File: config.mk
export PLATFORM = sky130hd
export DESIGN_NAME = uart_rx_shifter
export DESIGN_NICKNAME = d
export VERILOG_FILES = /design/src/rtl/uart_pkg.sv /design/src/rtl/uart_rx_sync.sv /design/src/rtl/uart_rx_shifter.sv
export SDC_FILE = /design/constraint.sdc
export NUM_CORES = 1
export LEC_CHECK = 0
export CORE_MARGIN = 2
export CORE_UTILIZATION = 45
export CTS_CLUSTER_DIAMETER = 50
export DETAILED_ROUTE_END_ITERATION = 12
export PLACE_DENSITY_LB_ADDON = 0.08
export SKIP_CTS_REPAIR_TIMING = 1
export SLEW_MARGIN = 20
export SYNTH_ARGS = -nofsm -noshare
export SYNTH_HDL_FRONTEND = slang
export SYNTH_SLANG_ARGS = --single-unit
File: constraint.sdc
create_clock -name CLOCK_50 -period 2.22 [get_ports CLOCK_50]
set_input_delay 0.222 -clock CLOCK_50 [delete_from_list [all_inputs] [get_ports CLOCK_50]]
set_output_delay 0.222 -clock CLOCK_50 [all_outputs]
set_load 0.05 [all_outputs]
File: src/rtl/uart_pkg.sv
// uart_pkg
// Shared definitions for the UART receive-side blocks: frame geometry
// constants and the receive FSM state encoding.
package uart_pkg;

    localparam int UART_DATA_BITS    = 8;
    localparam int UART_OVERSAMPLE   = 16;
    localparam int UART_SAMPLE_POINT = 7;

    typedef enum logic [2:0] {
        IDLE,
        START,
        DATA,
        STOP,
        BREAK
    } uart_rx_state_t;

endpackage

File: src/rtl/uart_rx_sync.sv
// uart_rx_sync
// Two-flop synchronizer that brings the asynchronous serial line into the
// CLOCK_50 domain. Both flops reset to 1 so that reset looks like an idle line.
//
// Ports:
//   CLOCK_50   in   system clock
//   reset      in   asynchronous, active-low reset
//   rx_serial  in   raw asynchronous serial line
//   rx_s       out  synchronized serial line
module uart_rx_sync (
    input  logic CLOCK_50,
    input  logic reset,
    input  logic rx_serial,
    output logic rx_s
);

    logic rx_meta;

    always_ff @(posedge CLOCK_50 or negedge reset) begin
        if (!reset) begin
            rx_meta <= 1'b1;
            rx_s    <= 1'b1;
        end else begin
            rx_meta <= rx_serial;
            rx_s    <= rx_meta;
        end
    end

endmodule

File: src/rtl/uart_rx_shifter.sv
// uart_rx_shifter
// Samples the synchronized serial line at mid-bit on the 16x oversample tick,
// deserializes an 8N1 frame LSB-first, checks start/stop bits and presents the
// byte on a valid/ready interface with framing-error and overrun pulses.
//
// Ports:
//   CLOCK_50   in   system clock, rising edge
//   reset      in   asynchronous, active-low reset
//   tick16     in   one-cycle pulse at OVERSAMPLE x baud rate
//   rx_serial  in   raw serial line, idles high
//   rx_data    out  received byte, stable while rx_valid=1
//   rx_valid   out  byte available, held until accepted
//   rx_ready   in   consumer accepts when rx_valid && rx_ready
//   frame_err  out  one-cycle pulse: stop bit sampled low
//   overrun    out  one-cycle pulse: good frame dropped, previous byte unaccepted
//   busy       out  high whenever the FSM is not idle
module uart_rx_shifter
    import uart_pkg::*;
#(
    parameter int DATA_BITS    = UART_DATA_BITS,
    parameter int OVERSAMPLE   = UART_OVERSAMPLE,
    parameter int SAMPLE_POINT = UART_SAMPLE_POINT
) (
    input  logic                 CLOCK_50,
    input  logic                 reset,
    input  logic                 tick16,
    input  logic                 rx_serial,
    output logic [DATA_BITS-1:0] rx_data,
    output logic                 rx_valid,
    input  logic                 rx_ready,
    output logic                 frame_err,
    output logic                 overrun,
    output logic                 busy
);

    localparam int CNT_W = $clog2(OVERSAMPLE);
    localparam int IDX_W = $clog2(DATA_BITS);

    localparam logic [CNT_W-1:0] SAMPLE_AT = CNT_W'(SAMPLE_POINT);
    localparam logic [CNT_W-1:0] LAST_TICK = CNT_W'(OVERSAMPLE - 1);
    localparam logic [IDX_W-1:0] LAST_BIT  = IDX_W'(DATA_BITS - 1);

    uart_rx_state_t       state, state_next;
    logic [CNT_W-1:0]     sample_cnt, cnt_next;
    logic [IDX_W-1:0]     bit_idx, idx_next;
    logic [DATA_BITS-1:0] shreg, shreg_next;
    logic                 load_byte;
    logic                 ferr_next;
    logic                 ovr_next;
    logic                 rx_s;

    uart_rx_sync u_sync (
        .CLOCK_50  (CLOCK_50),
        .reset     (reset),
        .rx_serial (rx_serial),
        .rx_s      (rx_s)
    );

    assign busy = (state != IDLE);

    // State, counters and the output register. The handshake runs every
    // cycle; a load in the same cycle as an accept wins and keeps rx_valid up.
    always_ff @(posedge CLOCK_50 or negedge reset) begin
        if (!reset) begin
            state      <= IDLE;
            sample_cnt <= '0;
            bit_idx    <= '0;
            shreg      <= '0;
            rx_data    <= '0;
            rx_valid   <= 1'b0;
            frame_err  <= 1'b0;
            overrun    <= 1'b0;
        end else begin
            state      <= state_next;
            sample_cnt <= cnt_next;
            bit_idx    <= idx_next;
            shreg      <= shreg_next;
            frame_err  <= ferr_next;
            overrun    <= ovr_next;
            if (load_byte) begin
                rx_data  <= shreg;
                rx_valid <= 1'b1;
            end else if (rx_valid && rx_ready) begin
                rx_valid <= 1'b0;
            end
        end
    end

    // Next-state logic. Nothing moves unless tick16 is high. The stop bit is
    // judged at mid-bit and the FSM returns to IDLE right away, half a bit
    // early, so it can resync on the very next start edge.
    always_comb begin
        state_next = state;
        cnt_next   = sample_cnt;
        idx_next   = bit_idx;
        shreg_next = shreg;
        load_byte  = 1'b0;
        ferr_next  = 1'b0;
        ovr_next   = 1'b0;

        if (tick16) begin
            if (state != IDLE) begin
                cnt_next = (sample_cnt == LAST_TICK) ? '0 : sample_cnt + 1'b1;
            end

            case (state)
                IDLE: begin
                    if (!rx_s) begin
                        state_next = START;
                        cnt_next   = '0;
                    end
                end

                START: begin
                    // A line back high at mid start bit was only a glitch.
                    if (sample_cnt == SAMPLE_AT && rx_s) begin
                        state_next = IDLE;
                    end else if (sample_cnt == LAST_TICK) begin
                        state_next = DATA;
                        idx_next   = '0;
                    end
                end

                DATA: begin
                    if (sample_cnt == SAMPLE_AT) begin
                        shreg_next = {rx_s, shreg[DATA_BITS-1:1]};
                    end
                    if (sample_cnt == LAST_TICK) begin
                        if (bit_idx == LAST_BIT) begin
                            state_next = STOP;
                        end else begin
                            idx_next = bit_idx + 1'b1;
                        end
                    end
                end

                STOP: begin
                    if (sample_cnt == SAMPLE_AT) begin
                        if (rx_s) begin
                            state_next = IDLE;
                            if (!rx_valid || rx_ready) begin
                                load_byte = 1'b1;
                            end else begin
                                ovr_next = 1'b1;
                            end
                        end else begin
                            state_next = BREAK;
                            ferr_next  = 1'b1;
                        end
                    end
                end

                BREAK: begin
                    // Wait for the line to go high so a held-low line
                    // cannot start a new frame.
                    if (rx_s) begin
                        state_next = IDLE;
                    end
                end

                default: begin
                    state_next = IDLE;
                end
            endcase
        end
    end

endmodule
==> reports/metrics.yaml <==
critical_path:
  critPathLaunchType: "flip-flop"
  r2r_slack_ns: 0.36
  timing.rr.start: "sample_cnt[0]"
  required_ns: 2.44
  r2r_cells: 5
  end_kind: "flip-flop"
  cp_max_fo: 8
  critical_path_class: "reg -> reg"
  reg2reg_to: "shreg[5]"
  arrival_ns: 2.08
route:
  post_drt_wl_per_cell_um: 13.78
  wl_um: 2342
  final_antenna_net_count: 0
  vias_per_cell: 5.371
  drt_iter0_drc: 14
  drt_drc_violations_left: 0
  vias: 913
  dr.pass1.iters: 4
sta:
  layout_setup_ws_ns: 0.3599
  tightest_slew_ns: 0.5114
  rsz0062_at_grt: "false"
  setup-tns-final_ns: 0
  finalCritPeriodShare_pct: 83.79
  timing.final.crit_period_ns: 1.860
  hold_violations: 0
  fin_skew_ns: 0.01002
  fmax_mhz: 537.6
  setup_violations: 0
  slew_violations: 0
  slew_headroom_pct: 65.80
layout:
  fin_util_pct: 55.88
  drive_above_1_share_pct: 27.01
  synthToLayoutAreaGrowth_pct: 19.09
  nNetsFinal: 144
  final_cell_mix: "dfrtp_1, mux2_2, clkdlybuf4s50_1"
  layout_commonest_cell: "dfrtp_1"
  n_antenna_cell: 0
  final_cells: 170
logic_synthesis:
  synth_xor_area_share_pct: 0
  avgSynthCellArea_um2: 12.36
  synthSimpleGateAreaFrac_pct: 14.30
  synth_enable_flop_cells: 0
  syn-num-nets: 122
  synthAdderAreaFrac_pct: 2.664
  synth_seq_area_share_pct: 55.24
  async_flop_share_pct: 100.0
  synthFlopType: "dfrtp_1"
  syn-instance-count: 114
  ys_types: 34
  synth_top_family_by_area: "multiplexers"
  synth_area_um2: 1409
  muxShareOfSynthArea_pct: 16.43
  ys_ff_latch: 31
  synth.yosys.warnings: 0
  synth_compound_area_share_pct: 8.526
floorplanning:
  die_y_um: 59.96
  coreArea_um2: 3003
  io_pins: 17
  rows: 20
  initial_core_util_pct: 46.92
  die_x_um: 59.96
  fp.dieArea_um2: 3595
power:
  ir_drop_v: 0.0006333
  powerDensity_nw_per_um2: 917.9
  seq_power_share_pct: 47.8
  p_int_mw: 1.011
  power_switching_uw: 529.6
  p_clk_share_pct: 22.1
  p_leak_nw: 0.8412
  combPwrFrac_pct: 30.1
  switching_share_pct: 34.38
  power_mw: 1.540
flow_run:
  maxCapViolCount: 0
clock_tree:
  cts.clk_slew.worst_paths_ns: 0.09
  cts_made_buffers: 5
  clock_latency_ns: 0.33
  tritoncts: "done"
  clockRootBuffer: "clkbuf_4"
  htreeDepth: 2
  cts.sinks: 31
  cts_max_path_buffers: 2
grt:
  grt_use_total_pct: 16.11
  overflow: 0
  grt_max_degree: 32
  grt_pass1_vias: 908
  grt_first_pass_wirelength_um: 4112
  antenna_found_initial: 0
min_path:
  hold_path_class: "in -> async"
placement:
  gp_congestion: 0.7711
  port_buffers: 16
  placed_cells: 162
  dp_worst_setup_slack_ns: 0.3481
  dp_hpwl_um: 1660
status:
  status: "finished, final reports clean"
worst max-delay path by stage:
| stage | startpoint | to | depth (start not counted) |
|---|---|---|---|
| final | sample_cnt[0] | shreg[5] | 5 |
| after CTS | state[2] | busy | 2 |
| after detailed placement | state[2] | busy | 2 |
| after floorplan | sample_cnt[0] | shreg[0] | 5 |
| after global placement | state[2] | busy | 2 |
| after global routing | sample_cnt[0] | shreg[1] | 5 |
registers in the layout (all words and copies together), names as in the netlist:
register and flops:
overrun 1, u_sync.rx_s 1, rx_valid 1, frame_err 1, bit_idx 3, sample_cnt 4, state 3, u_sync.rx_meta 1
shreg 8, rx_data 8
Yosys cell counts (all sizes together) (3+ instances only):
library cell	number	area [um2]
mux2	17	191.4
inv	4	15.01
nand3	4	20.02
dfrtp	29	725.7
mux2i	4	40.04
nand2	7	26.28
nand2b	3	18.77
nor2	9	50.05
buf	3	17.52
ha	3	37.54
o21ai	5	28.78
a32o	3	30.03
per-stage QoR:
stage / instance area [um2] / hold slack (ns)
after floorplan: 1409 / -0.07359
after global placement: 1615 / 0.3454
after detailed placement: 1615 / 0.3472
after CTS: 1675 / 0.2806
after global routing: 1678 / 0.2852
final: 1678 / 0.2670
per-layer routing:
metal | up-vias | track usage, % | routed length [um]
met5 | - | 0 | 0
met4 | 0 | 6.667 | 17
met3 | 2 | 5.844 | 105
met2 | 18 | 24.22 | 1088
met1 | 445 | 21.01 | 1131
li1 | 448 | - | -
cell type report:
type | count | area, um2
fillers | 271 | 1325
flip-flops and latches | 31 | 778.2
multi-input cells | 74 | 590.6
repair buffers | 20 | 192.7
clock buffers | 7 | 55.05
well taps | 33 | 41.29
inverters | 4 | 15.01
clock inverters | 1 | 5.005
power by group through the flow:
stage | logic [mW] | registers, mW | clock network [mW]
finish | 0.463 | 0.736 | 0.341
global route | 0.528 | 0.758 | 0.383
CTS | 0.472 | 0.735 | 0.358
detailed placement | 0.469 | 0.746 | 0
global placement | 0.461 | 0.741 | 0
floorplan | 0.368 | 0.725 | 0
critical path: stages, from the launching register on:
cell,delay (ns)
dfrtp_1,0.42
ha_1,0.27
nand2_1,0.13
or3_4,0.39
nor2_8,0.19
mux2_2,0.35
kinds of logic (layout without fill, tap and decap cells):
| group | after synthesis | count (layout) |
|---|---|---|
| flip-flops | 31 | 31 |
| buffers and inverters | 9 | 32 |
| AO/OA/AOI/OAI | 16 | 16 |
| multiplexers | 21 | 21 |
| adder cells (fa/ha/maj) | 3 | 3 |
| AND/OR/NAND/NOR | 34 | 34 |
(Power assumes the default switching activity.)
